===== src/rtl/tnoc_axi_write_outstanding_controller.sv =====
// tnoc_axi_write_outstanding_controller
//
// Handshake-level controller for the AXI write path of the NoC master adapter.
// Only AW/W/B valid/ready pass through here; payload buses bypass this block.
//   - Caps writes in flight (AW accepted, B not yet returned) at MAX_OUTSTANDING.
//   - Optionally holds W beats until their AW has been accepted (ALLOW_EARLY_W=0).
//   - Watchdog on missing B responses, and a flag for B responses that arrive
//     while nothing is outstanding.
//
// Ports
//   clk, rst                  clock, asynchronous active-high reset
//   i_aw_valid / o_aw_ready   AW handshake with the request side
//   o_aw_valid / i_aw_ready   AW handshake with the AXI slave
//   i_w_valid, i_w_last / o_w_ready   W handshake with the request side
//   o_w_valid / i_w_ready     W handshake with the AXI slave
//   i_b_valid / o_b_ready     B handshake with the AXI slave
//   o_b_valid / i_b_ready     B handshake with the response side
//   i_error_clear             clears both sticky error flags
//   o_outstanding             writes currently in flight
//   o_timeout                 sticky: B watchdog expired
//   o_unexpected_b            sticky: B handshake seen with nothing outstanding
module tnoc_axi_write_outstanding_controller #(
    parameter int MAX_OUTSTANDING = 8,
    parameter bit ALLOW_EARLY_W   = 1'b0,
    parameter int TIMEOUT_CYCLES  = 1024,
    localparam int CW = $clog2(MAX_OUTSTANDING + 1),
    localparam int TW = (TIMEOUT_CYCLES > 0) ? $clog2(TIMEOUT_CYCLES + 1) : 1
) (
    input  logic          clk,
    input  logic          rst,
    input  logic          i_aw_valid,
    output logic          o_aw_ready,
    output logic          o_aw_valid,
    input  logic          i_aw_ready,
    input  logic          i_w_valid,
    input  logic          i_w_last,
    output logic          o_w_ready,
    output logic          o_w_valid,
    input  logic          i_w_ready,
    input  logic          i_b_valid,
    output logic          o_b_ready,
    output logic          o_b_valid,
    input  logic          i_b_ready,
    input  logic          i_error_clear,
    output logic [CW-1:0] o_outstanding,
    output logic          o_timeout,
    output logic          o_unexpected_b
);

    localparam logic [CW-1:0] MAX_CNT = CW'(MAX_OUTSTANDING);
    localparam logic [TW-1:0] TMR_MAX = TW'(TIMEOUT_CYCLES);

    logic [CW-1:0] outstanding, outstanding_nxt;
    logic [CW-1:0] w_credit, w_credit_nxt;
    logic [TW-1:0] timer, timer_nxt;
    logic          full;
    logic          w_open;
    logic          aw_fire, w_last_fire, b_fire;
    logic          unexpected_set, timeout_set;

    // full only moves on aw_fire/b_fire, so a presented o_aw_valid is stable
    // until it is accepted.
    assign full       = (outstanding == MAX_CNT);
    assign o_aw_valid = i_aw_valid & ~full;
    assign o_aw_ready = i_aw_ready & ~full;

    // Credit is registered, so the first W beat of a burst appears no earlier
    // than the cycle after its AW handshake.
    assign w_open    = ALLOW_EARLY_W ? 1'b1 : (w_credit != '0);
    assign o_w_valid = i_w_valid & w_open;
    assign o_w_ready = i_w_ready & w_open;

    assign o_b_valid = i_b_valid;
    assign o_b_ready = i_b_ready;

    assign aw_fire     = o_aw_valid & i_aw_ready;
    assign w_last_fire = o_w_valid & i_w_ready & i_w_last;
    assign b_fire      = i_b_valid & i_b_ready;

    always_comb begin
        outstanding_nxt = outstanding;
        unexpected_set  = 1'b0;
        if (aw_fire && !b_fire) begin
            outstanding_nxt = outstanding + CW'(1);
        end else if (b_fire && !aw_fire) begin
            if (outstanding != '0) begin
                outstanding_nxt = outstanding - CW'(1);
            end else begin
                unexpected_set = 1'b1;
            end
        end
    end

    always_comb begin
        w_credit_nxt = w_credit;
        if (ALLOW_EARLY_W) begin
            w_credit_nxt = '0;
        end else if (aw_fire && !w_last_fire) begin
            if (w_credit != MAX_CNT) begin
                w_credit_nxt = w_credit + CW'(1);
            end
        end else if (w_last_fire && !aw_fire) begin
            if (w_credit != '0) begin
                w_credit_nxt = w_credit - CW'(1);
            end
        end
    end

    // Timeout fires on the transition into saturation only, so a clear while
    // the timer sits saturated does take effect.
    always_comb begin
        timer_nxt   = timer;
        timeout_set = 1'b0;
        if (TIMEOUT_CYCLES == 0) begin
            timer_nxt = '0;
        end else begin
            if (outstanding == '0 || b_fire) begin
                timer_nxt = '0;
            end else if (timer != TMR_MAX) begin
                timer_nxt = timer + TW'(1);
            end
            timeout_set = (timer != TMR_MAX) && (timer_nxt == TMR_MAX);
        end
    end

    always_ff @(posedge clk or posedge rst) begin
        if (rst) begin
            outstanding    <= '0;
            w_credit       <= '0;
            timer          <= '0;
            o_timeout      <= 1'b0;
            o_unexpected_b <= 1'b0;
        end else begin
            outstanding    <= outstanding_nxt;
            w_credit       <= w_credit_nxt;
            timer          <= timer_nxt;
            o_timeout      <= timeout_set | (o_timeout & ~i_error_clear);
            o_unexpected_b <= unexpected_set | (o_unexpected_b & ~i_error_clear);
        end
    end

    assign o_outstanding = outstanding;

endmodule


===== config.mk =====
export PLATFORM = sky130hd
export DESIGN_NAME = tnoc_axi_write_outstanding_controller
export DESIGN_NICKNAME = d
export VERILOG_FILES = /design/src/rtl/tnoc_axi_write_outstanding_controller.sv
export SDC_FILE = /design/constraint.sdc
export NUM_CORES = 1
export LEC_CHECK = 0
export ABC_AREA = 1
export CAP_MARGIN = 20
export CORE_UTILIZATION = 30
export CTS_CLUSTER_DIAMETER = 100
export DETAILED_ROUTE_END_ITERATION = 10
export PLACE_DENSITY = 0.49
export SYNTH_ARGS = -nofsm -noshare
export SYNTH_HDL_FRONTEND = slang
export SYNTH_SLANG_ARGS = --single-unit
export TNS_END_PERCENT = 10

===== constraint.sdc =====
create_clock -name clk -period 3.65 [get_ports clk]
set_input_delay 0.73 -clock clk [delete_from_list [all_inputs] [get_ports clk]]
set_output_delay 0.73 -clock clk [all_outputs]
set_load 0.05 [all_outputs]

==> results of run 1 <==
-- power by group --
group	switching (mW)	total, mW	leakage [nW]	internal [mW]
Combinational	0.378	0.603	0.639	0.224
Clock	0.0867	0.164	0.0217	0.0772
Sequential	0.0755	0.372	0.272	0.297
-- per-stage QoR --
stage	std cells	power, mW	worst slack [ns]	instance area [um2]
after floorplan	197	0.829	0.686	1490
after global placement	282	0.986	0.753	1760
after detailed placement	282	0.986	0.718	1760
after CTS	286	1.16	0.743	1810
after global routing	286	1.25	0.690	1810
final	286	1.14	0.755	1810
-- registers in the layout, indices dropped and copies added (netlist names) --
register,count
o_outstanding,4
o_timeout,1
o_unexpected_b,1
timer,11
w_credit,4
-- worst max-delay path by stage --
stage,cells after the start,endpoint,startpoint,slack (ns)
after floorplan,15,o_outstanding[3],o_outstanding[1],0.69
after global placement,4,o_aw_ready,i_aw_ready,0.75
after detailed placement,14,o_outstanding[3],i_aw_ready,0.72
after CTS,4,o_aw_ready,i_aw_ready,0.74
after global routing,4,o_aw_ready,i_aw_ready,0.69
final,4,o_aw_ready,i_aw_ready,0.76
-- logic make-up (layout without fill, tap and decap cells) --
logic type / Yosys count / in the layout
and+or+nand+nor: 107 / 107
buffers and inverters: 39 / 61
DFF: 21 / 21
AOI/OAI and AO/OA: 12 / 12
adders and majority gates: 10 / 10
xor gates and xnor gates: 8 / 8
-- layout make-up --
type / instances / area [um2]
Fill cell: 517 / 2950
Clock inverter: 1 / 7.51
Tap cell: 67 / 83.8
Multi-Input combinational cell: 137 / 806
Timing Repair Buffer: 21 / 210
Sequential cell: 21 / 526
Clock buffer: 3 / 41.3
Inverter: 36 / 135
-- metal layers --
metal | part of all wire, % | wire, um | vias up | track usage, %
met5 | 0 | 0 | - | 0
met4 | 0.70 | 21 | 0 | 2.61
met3 | 3.2 | 95 | 2 | 3.19
met2 | 46 | 1380 | 20 | 21.6
met1 | 50 | 1520 | 537 | 17.7
li1 | - | - | 656 | -
-- critical path, stage by stage --
cell and delay [ns]:
sky130_fd_sc_hd__clkdlybuf4s50_1 0.45, sky130_fd_sc_hd__inv_1 0.04, sky130_fd_sc_hd__nor2_2 0.13, sky130_fd_sc_hd__clkdlybuf4s50_1 0.82
-- cells in the final DEF, fill, tap and decap left out --
cell and n:
sky130_fd_sc_hd__ha_1 8, sky130_fd_sc_hd__nor2_2 5, sky130_fd_sc_hd__and2_1 1, sky130_fd_sc_hd__fa_1 2, sky130_fd_sc_hd__nand2_1 42, sky130_fd_sc_hd__nor2_1 21
sky130_fd_sc_hd__a32o_1 1, sky130_fd_sc_hd__nor3b_2 1, sky130_fd_sc_hd__o21ai_0 2, sky130_fd_sc_hd__clkdlybuf4s50_1 21, sky130_fd_sc_hd__nand3b_1 1, sky130_fd_sc_hd__xor2_1 7
sky130_fd_sc_hd__a21oi_1 3, sky130_fd_sc_hd__nor3_1 1, sky130_fd_sc_hd__nand2_2 6, sky130_fd_sc_hd__clkinvlp_4 1, sky130_fd_sc_hd__o21ai_1 2, sky130_fd_sc_hd__inv_2 2
sky130_fd_sc_hd__nand4_1 5, sky130_fd_sc_hd__o21bai_1 2, sky130_fd_sc_hd__nand3_2 3, sky130_fd_sc_hd__nor3_2 1, sky130_fd_sc_hd__dfrtp_1 21, sky130_fd_sc_hd__inv_1 34
sky130_fd_sc_hd__nand3_1 17, sky130_fd_sc_hd__a211oi_1 1, sky130_fd_sc_hd__or2_1 1, sky130_fd_sc_hd__a31oi_1 1, sky130_fd_sc_hd__clkbuf_8 3, sky130_fd_sc_hd__nor2_4 2
sky130_fd_sc_hd__xnor2_1 1
==> results, run 1 <==
- The flow ran to the end, and the final reports show no timing, DRC or antenna violations.
- The setup clock skew after layout is 0.00515 ns.
- In this run, post-CTS repair resized a total of 0 instances.
- In this run the critical register-to-register path is launched from o_outstanding[0].
- The dominant cell by count in the synthesized netlist is sky130_fd_sc_hd__nand2_1.
- The clock-pin slew on the worst setup and hold paths is 0.09 ns.
- Max-cap violations in this run came to 0.
- After detailed routing, the number of remaining DRC violations is 0.
- The routed design has 3010 um of wire.
- The count of endpoints failing setup in the final report is 0.
- By area, the combinational part of the netlist is dominated by simple AND/OR/NAND/NOR gates.
- Dividing the final minimum period by the clock period gives 79.3%.
- In this run the clock root is driven by a sky130_fd_sc_hd__clkbuf_8.
- The basic-gate share of the synthesized area counting and, or, nand and nor cells is 35.0%.
- The endpoint of the worst-slack reg-to-reg timing path is o_outstanding[3].
- In this run the core area contains 25 standard-cell rows.
- Dividing total power by cell area gives a power density of 630 nW/um2.
- The depth of the worst register-to-register path is 15.
- Along the worst path, the maximum fanout reaches 2.
- Counting distinct cell types in the post-synthesis netlist gives 30.
- The vertical die dimension is 72.5 um.
- The via count of the first global-routing pass is 1182.
- The area share of the largest cell type after synthesis is 35.2%.
- Measured along the x axis, the die boundary spans 72.5 um.
- The kind of end point of the critical path is a primary output.
- In the routed layout, each cell is associated on average with a via count of 4.25.
- After clock tree synthesis, the setup repair step added 0 buffers.
- The worst hold path terminates at o_timeout.
- In this run the number of H-tree levels came out at 1.
- The highest achievable clock rate is 0.345 GHz.
- Global routing used 13.2% of the available tracks.
- The total count of hold-check failures in the final report is 0.
- The count of mapped cells out of synthesis is 197.
- The starting density of the core is 31.4%.
- The layout overhead on the synthesized area is 21.2%.
- The post-synthesis area per instance is 7.58 um2.
- After the first detailed-routing iteration, the DRC count stood at 40.
- The floorplan step defined a die boundary enclosing 5260 um2.
- The post-layout net count is 240.
- Setup repair after global routing left no endpoint under its margin.
- The overall overflow remaining after global route is 0.
- The synthesized netlist devotes 4.95% of its cell area to compound gates.
- The wire length of the first global-routing pass is 5390 um.
- The number of antenna violations at the first check in global routing is 0.
- The length of the first detailed-routing pass in iterations is 4.
- In the synthesized netlist, the cells that appear most often are sky130_fd_sc_hd__nand2_1, sky130_fd_sc_hd__inv_1, sky130_fd_sc_hd__dfrtp_1, sky130_fd_sc_hd__nor2_1, sky130_fd_sc_hd__nand3_1.
- In the post-synthesis netlist, the biggest area contributors are sky130_fd_sc_hd__dfrtp_1, sky130_fd_sc_hd__nand2_1, sky130_fd_sc_hd__inv_1.
- The worst hold path passes through 2 cells.
- Summing the areas of all xor and xnor instances in the mapped netlist gives 4.69% of the synthesized area.
- Across the VDD grid, the largest voltage drop is 0.262 mV.
- The placed wire-length estimate is 2430 um.
- Pin placement for this block handled 22 I/O pins.
- The count of pins over their slew limit is 0.
- The number of nets with antenna violations after routing is 0.
- For the pin with the worst max-slew slack, the measured transition is 0.844 ns.
- The number of nets handed over by synthesis was 217.
- The type of the most critical hold path is reg -> reg.
- Data on the critical path is required at its endpoint by 2.92 ns.
- The number of enable flip-flop cells after synthesis is 0.
- The worst setup slack for register-to-register paths is 1.20 ns.
- The number of buffers added to fix hold violations after cts is 0.
- In this run the tightest slew margin relative to its limit is 43.7%.
- The number of antenna diodes in the final layout is 0.
- The area of the core region is 4750 um2.
- The overall via count from detail_route is 1215.
- CTS saw 21 sinks.
- The standby leakage power is 0.933 nW.
- STA classifies the critical path startpoint as a primary input.
- The post-synthesis async set-or-reset flop share is 100%.
- The portion of netlist area occupied by mux cells is 0%.
- The number of input and output port buffers inserted is 21.
- The sequential-to-total area share from yosys stat is 35.2%.
- The combined area of all synthesized cells is 1490 um2.
- The fraction of layout cells with a size suffix above 1 is 11.0%.
- The worst path arrival time is 2.16 ns.
- The post-synthesis cell type with the largest combined area is sky130_fd_sc_hd__dfrtp_1.
- For the finished layout, the period the worst path requires is 2.89 ns.
- In the final routed layout, each cell accounts on average for 10.5 um.
- Once layout is complete, the utilization of the core stands at 38.1%.
- The number of warnings printed during yosys synthesis is 0.
- The adder-cell area share of the yosys netlist is 9.39%.
- Summed over all failing endpoints, the final setup total negative slack is 0 ns.
- The synthesized design contains 21 register bits.
- TritonCTS created 3 clock buffers.
- The insertion delay of the later-clocked pin in the worst-skew pair is 0.27 ns.
- The launch point of the worst hold path is o_timeout.
- The CTS tree is built.
- The most instantiated flip-flop cell in the synthesis netlist is sky130_fd_sc_hd__dfrtp_1.
- At the end of routability-driven placement, the weighted congestion stood at 0.740.
- Counting along the longest clock path gives a buffer depth of 2.
- Entering global routing, the biggest net connects 22 pins.
- The worst slack on hold paths is 0.510 ns.
- The critical path in this run is classified as in -> out.
Power figures use the tool's default switching activity.
==> run 2, diff against run 1 <==
==> constraint.sdc (replaced) <==
create_clock -name clk -period 2.95 [get_ports clk]
set_input_delay 0.59 -clock clk [delete_from_list [all_inputs] [get_ports clk]]
set_output_delay 0.59 -clock clk [all_outputs]
set_load 0.05 [all_outputs]
==> run 2 against run 1 <==
Clock skew decreased by 0.0018 ns. First-iteration DRC count up 43%. Largest cell class unchanged. Critical path depth is 1 lower. Cell count stayed put. Hold slack gained 0.0051 ns. Total power rose by 23%. Critical endpoint is now o_w_valid. Sequential share of layout area rose by 0.060 points. Clock power increased by 18%. Wire length down 0.53%. Global-route usage decreased by 0.51 points.
==> results, run 2 (synthesis results as in run 1) <==
- The count of fill cells added during filler insertion is 531 (+2.7%).
- The worst path arrival time is 1.98 ns (-0.18 ns).
- The maximum VDD drop is 0.340 mV (+30%).
- The quantity of gates resized following cts is 0 (unchanged).
- The overall overflow remaining after global route was 0 (unchanged).
- The worst path uses 87.1% of the clock period.
- The fraction of layout cells with a size suffix above 1 came to 11.4% (+0.46 points).
- The wire length of the first global-routing pass is 5200 um (-3.5%).
- The total setup buffers inserted after CTS is 0 (unchanged).
- The type of the most critical hold path is reg -> reg.
- The setup clock skew after layout is 0.00336 ns (-0.00179 ns).
- The launch point of the worst hold path is o_unexpected_b.
- The placed wire-length estimate is 2330 um (-4.0%).
- The power per unit of standard cell area is 774 nW/um2 (+23%).
- The final worst-path setup slack came to 0.381 ns (-0.374 ns).
- The total detailed-routing wirelength is 3000 um (-0.53%).
- The worst setup slack for register-to-register paths came to 0.44 ns (-0.76 ns).
- The biggest fanout along the worst timing path is 2 (unchanged).
- The total of max-cap violations is 0 (unchanged).
- The clock-pin slew on the worst setup and hold paths is 0.08 ns (about the same).
- The clock network power share is 13.9% (-0.5 points).
- The overall via count from detail_route came to 1259 (+3.6%).
- The number of sinks on the clock net is 21 (unchanged).
- The worst register-to-register path begins at o_outstanding[1].
- The number of nets with antenna violations after routing was 0 (unchanged).
- The routed length per placed instance came to 10.5 um (-0.53%).
- The length of the first detailed-routing pass in iterations came to 4 (unchanged).
- In this run the worst setup path begins at i_w_valid.
- The starting density of the core was 31.4% (unchanged).
- The worst slack on hold paths is 0.515 ns (+0.00511 ns).
- The final weighted congestion in routability-driven placement came to 0.738 (-0.20%).
- Setup repair after global routing left no endpoint under its margin.
- The number of antenna cells inserted came to 0 (unchanged).
- The library cells used most frequently in the layout, excluding fill and tap cells, are sky130_fd_sc_hd__nand2_1, sky130_fd_sc_hd__inv_1, sky130_fd_sc_hd__nor2_1, sky130_fd_sc_hd__dfrtp_1, sky130_fd_sc_hd__clkdlybuf4s50_1.
- The startpoint type of the worst setup path is a primary input.
- The total global routing track utilization came to 12.7% (-0.51 points).
- The highest achievable clock rate is 0.389 GHz.
- The kind of end point of the critical path is a primary output.
- The width of the chip is 72.5 um (unchanged).
- The count of endpoints failing setup in the final report is 0 (unchanged).
- The number of antenna violations at the first check in global routing was 0 (unchanged).
- The violation count after the first detailed-route iteration came to 57 (+43%).
- The capturing element of the worst setup path is o_w_valid.
- The count of pins over their slew limit came to 0 (unchanged).
- The number of buffers added to fix hold violations after cts is 0 (unchanged).
- The routed design could run at a clock period as short as 2.57 ns.
- The transition time at the pin with the least slew margin is 0.842 ns (-0.00186 ns).
- The number of buffers created by CTS is 3 (unchanged).
- The worst-case headroom to the max-slew limit is 43.8% (+0.12 points).
- The I/O pin total was 22 (unchanged).
- The CTS tree is built.
- The design internal power was 0.739 mW (+23%).
- The number of input and output port buffers inserted was 21 (unchanged).
- Leaving out fill and tap cells, the most frequent cell in the layout is sky130_fd_sc_hd__nand2_1.
- The register containing the most flip-flops in the final layout is timer.
- The net switching power is 0.659 mW (+22%).
- The depth of the worst register-to-register path is 15 (unchanged).
- The post-layout net count is 240 (unchanged).
- The flip-flop count of the largest register after layout is 11 (unchanged).
- The average vias per placed instance is 4.40 (+3.6%).
- The switching part of the total power came to 47.2% (-0.30 points).
- The logic gate share of total power came to 53.0% (about the same).
- The deepest clock path buffer count is 2 (unchanged).
- The insertion delay of the later-clocked pin in the worst-skew pair is 0.26 ns (about the same).
- The depth of the CTS H-tree is 1 (unchanged).
- The via count of the first global-routing pass is 1180 (-0.17%).
- The post-layout utilization of the core is 38.0% (-0.079 points).
- The number of placement rows is 25 (unchanged).
- The critical path data required time is 2.36 ns (-0.56 ns).
- The pre-CTS worst setup slack is 0.171 ns (-0.547 ns).
- The remaining design rule violation count is 0 (unchanged).
- The tree is rooted in a sky130_fd_sc_hd__clkbuf_8.
- The pin count of the biggest net entering global routing is 22 (unchanged).
- The final sum of negative setup slack is 0 ns (unchanged).
- The area of the core region is 4750 um2 (unchanged).
- The vertical die dimension came to 72.5 um (unchanged).
- The path type of the worst setup path is in -> out.
- The total count of hold-check failures in the final report is 0 (unchanged).
- The standby leakage power is 0.937 nW (+0.45%).
- The flow ran to the end, and the final reports show no timing, DRC or antenna violations.
- Relative to the synthesized area, the layout overhead comes to 21.0%.
- The die area is 5260 um2 (unchanged).
- The sequential cell fraction of total power is 33.1% (+0.4 points).
- The endpoint of the worst-slack reg-to-reg timing path is o_outstanding[3].
==> run 2: layout make-up <==
class | instances | area, um2 | area share [%]
multi-input cells | 137 | 811 | 44.9
flip-flops and latches | 21 | 526 | 29.1
repair buffers | 21 | 205 | 11.4
inverters | 36 | 135 | 7.48
well taps | 67 | 83.8 | 4.64
clock buffers | 4 | 45.0 | 2.49
==> run 2: metal layers <==
layer	GRT usage [%]	wire length, um
met1	17.0	1460
met2	20.0	1360
met3	2.78	132
met4	4.58	46
met5	0	0
==> run 2: how the worst min path moves through the flow <==
| stage | endpoint | slack, ns | cells after the start |
|---|---|---|---|
| final | o_unexpected_b | 0.51 | 1 |
| after global routing | o_unexpected_b | 0.54 | 1 |
| after CTS | o_unexpected_b | 0.52 | 1 |
| after detailed placement | o_timeout | 0.50 | 2 |
| after global placement | o_timeout | 0.47 | 2 |
| after floorplan | w_credit[3] | 0.46 | 2 |
==> run 2: critical path, stage by stage <==
cell	delay [ns]
sky130_fd_sc_hd__clkdlybuf4s50_1	0.47
sky130_fd_sc_hd__and2_1	0.12
sky130_fd_sc_hd__clkdlybuf4s50_1	0.80
==> run 2: power by group through the flow <==
stage                     Sequential [mW]  Clock, mW  Combinational [mW]
after detailed placement            0.468          0               0.745
after CTS                           0.464      0.202               0.749
after global placement              0.471          0               0.746
final                               0.463      0.194               0.740
after floorplan                     0.549          0               0.479
after global routing                0.479      0.210               0.830
==> run 2: stage by stage <==
| step | instances | total power [mW] | area, um2 |
|---|---|---|---|
| floorplan | 197 | 1.03 | 1500 |
| global placement | 282 | 1.22 | 1760 |
| detailed placement | 282 | 1.21 | 1760 |
| CTS | 286 | 1.42 | 1810 |
| global route | 286 | 1.52 | 1810 |
| finish | 286 | 1.40 | 1810 |
==> run 3, diff against run 2 <==
--- a/config.mk
+++ b/config.mk
@@ -7,6 +7,7 @@
 export LEC_CHECK = 0
 export ABC_AREA = 1
 export CAP_MARGIN = 20
+export CORE_ASPECT_RATIO = 0.6
 export CORE_UTILIZATION = 30
 export CTS_CLUSTER_DIAMETER = 100
 export DETAILED_ROUTE_END_ITERATION = 10
==> constraint.sdc (replaced) <==
create_clock -name clk -period 2.95 [get_ports clk]
set_input_delay 0.59 -clock clk [delete_from_list [all_inputs] [get_ports clk]]
set_output_delay 0.59 -clock clk [all_outputs]
set_load 0.005 [all_outputs]
==> run 3 against run 2 <==
Highest routed layer unchanged. Register-to-register slack about the same. Largest cell class unchanged. Hold slack got worse by 0.033 ns. Cell area decreased by 0.28%.
==> results, run 3 (synthesis results as in run 1) <==
- The number of buffers added to fix hold violations after cts is 0 (unchanged).
- The area of the core region is 4680 um2 (-1.5%).
- The die area is 5270 um2 (+0.19%).
- The post-layout net count came to 240 (unchanged).
- STA classifies the critical path startpoint as a primary input.
- The critical-path cell with the highest stage delay is sky130_fd_sc_hd__clkdlybuf4s50_1.
- STA classifies the critical path endpoint as a flop.
- The worst path arrival time was 2.72 ns (+0.74 ns).
- The cell at the root of the clock tree is sky130_fd_sc_hd__clkbuf_8.
- The total detailed-routing wirelength is 3100 um (+3.5%).
- The total count of hold-check failures in the final report is 0 (unchanged).
- The number of antenna cells inserted was 0 (unchanged).
- The most common cell after layout, fill and taps aside is sky130_fd_sc_hd__nand2_1.
- The violation count after the first detailed-route iteration came to 63 (+11%).
- The setup clock skew after layout was 0.00384 ns (+0.000481 ns).
- The count of pins over their slew limit is 0 (unchanged).
- The deepest clock path buffer count is 2 (unchanged).
- The overall via count from detail_route came to 1220 (-3.1%).
- The number of buffers created by CTS is 3 (unchanged).
- The total setup buffers inserted after CTS came to 0 (unchanged).
- The insertion delay of the later-clocked pin in the worst-skew pair is 0.26 ns (about the same).
- The count of fill cells added during filler insertion is 478 (-10%).
- The flip-flop count of the largest register after layout is 11 (unchanged).
- The clock period minus final worst setup slack is 2.54 ns (-0.0288 ns).
- The average vias per placed instance is 4.33 (-1.7%).
- The CTS tree is built.
- The I/O pin total is 22 (unchanged).
- The number of placement rows is 19 (-24%).
- The library cells used most frequently in the layout, excluding fill and tap cells, are sky130_fd_sc_hd__nand2_1, sky130_fd_sc_hd__inv_1, sky130_fd_sc_hd__nor2_1, sky130_fd_sc_hd__clkdlybuf4s50_1, sky130_fd_sc_hd__dfrtp_1.
- The biggest fanout along the worst timing path came to 5 (+3).
- The total of max-cap violations is 0 (unchanged).
- The fraction of layout cells with a size suffix above 1 is 10.5% (-0.91 points).
- The routed length per placed instance is 11.0 um (+5.0%).
- The via count of the first global-routing pass is 1168 (-1.0%).
- The post-layout utilization of the core was 38.4% (+0.47 points).
- The standby leakage power is 0.934 nW (-0.34%).
- Setup repair after global routing left no endpoint under its margin.
- The worst-case headroom to the max-slew limit is 45.2% (+1.4 points).
- The length of the first detailed-routing pass in iterations is 4 (unchanged).
- The type of the most critical hold path is reg -> reg.
- The register with the most flip-flops in the final layout is timer.
- The vertical die dimension was 56.6 um (-22%).
- The layout overhead on the synthesized area is 20.6%.
- The final weighted congestion in routability-driven placement came to 0.749 (+1.5%).
- The depth of the CTS H-tree is 1 (unchanged).
- The width of the chip is 93.1 um (+28%).
- The count of endpoints failing setup in the final report was 0 (unchanged).
- The maximum VDD drop is 0.347 mV (+2.1%).
- The total global routing track utilization is 13.7% (+1.0 points).
- The highest achievable clock rate is 0.394 GHz (+1.1%).
- The final sum of negative setup slack is 0 ns (unchanged).
- The run finished with clean final reports.
- The placed wire-length estimate is 2500 um (+7.2%).
- The final critical-path share of the clock period is 86.1% (-0.97 points).
- Traced cell by cell, the critical path runs through clkdlybuf4s50_1 > inv_1 > nor2_2 > nand2_2 > inv_2 > ha_1 > inv_1 > ha_1 > nand2_1 > nor2_1 > a211oi_1 > a21oi_1 > o21ai_1 > xor2_1.
- The pin count of the biggest net entering global routing was 22 (unchanged).
- The longest individual stage delay on the worst path was 0.45 ns (-0.35 ns).
- The clock-pin slew on the worst setup and hold paths is 0.07 ns (about the same).
- The power per unit of standard cell area is 697 nW/um2 (-9.9%).
- The critical path data required time is 3.13 ns (+0.77 ns).
- The quantity of gates resized following cts is 0 (unchanged).
- The number of sinks on the clock net is 21 (unchanged).
- The transition time at the pin with the least slew margin is 0.821 ns (-0.0209 ns).
- The setup path with the least slack is of type in -> reg.
- The number of nets with antenna violations after routing came to 0 (unchanged).
- The starting density of the core came to 31.9% (+0.48 points).
- The wire length of the first global-routing pass is 5550 um (+6.6%).
- The remaining design rule violation count is 0 (unchanged).
- The overall overflow remaining after global route is 0 (unchanged).
- The number of antenna violations at the first check in global routing is 0 (unchanged).
- The number of input and output port buffers inserted is 21 (unchanged).
## run 3: cell count changes in the layout (fill, tap and decap cells not counted), sizes merged
cell / previous run / this run
clkdlybuf4s50: 19 / 21
buf: 2 / 0
## run 3: final cells by class
type / instances / area, um2 / share of cell area, %
multi-input cells: 137 / 806 / 44.8
well taps: 63 / 78.8 / 4.38
inverters: 36 / 135 / 7.51
repair buffers: 21 / 210 / 11.7
flip-flops and latches: 21 / 526 / 29.2
clock buffers: 4 / 45.0 / 2.50
## run 3: worst paths after layout
check	start	end	slack [ns]	depth (start not counted)
setup / recovery	i_aw_ready	o_outstanding[3]	0.41	14
hold / removal	o_timeout	o_timeout	0.48	2
setup reg to reg	o_outstanding[1]	o_outstanding[3]	0.44	15
hold reg to reg	o_timeout	o_timeout	0.48	2
max in group asynchronous	rst	o_unexpected_b	1.65	2
min in group asynchronous	rst	timer[0]	0.79	2
## run 3: through the flow
stage	power [mW]	hold WS, ns	std cells	setup slack (ns)	area, um2
after CTS	1.27	0.493	282	0.401	1800
after detailed placement	1.07	0.471	278	0.115	1760
final	1.26	0.482	282	0.410	1800
after global placement	1.09	0.484	278	0.190	1760
after global routing	1.38	0.504	282	0.191	1800
after floorplan	0.883	0.463	197	0.713	1490
## run 3: routing by layer
| layer | track usage, % | vias to the layer above | part of all wire (%) |
|---|---|---|---|
| met3 | 3.66 | 2 | 4.8 |
| li1 | - | 658 | - |
| met5 | 0 | - | 0 |
| met1 | 21.5 | 529 | 59 |
| met4 | 2.64 | 0 | 0.61 |
| met2 | 18.4 | 31 | 36 |
## run 3: power by group
part	internal (mW)	leakage (nW)	switching (mW)
Combinational	0.275	0.639	0.329
Clock	0.0961	0.0228	0.0909
Sequential	0.368	0.272	0.0970
Total	0.739	0.934	0.517
## run 3: critical path: cells and delay by family
family | cells | cell delay, ns
fa+ha+maj | 2 | 0.52
compound gates | 3 | 0.44
simple gates | 4 | 0.34
xor+xnor | 1 | 0.15
buf+inv | 4 | 0.68
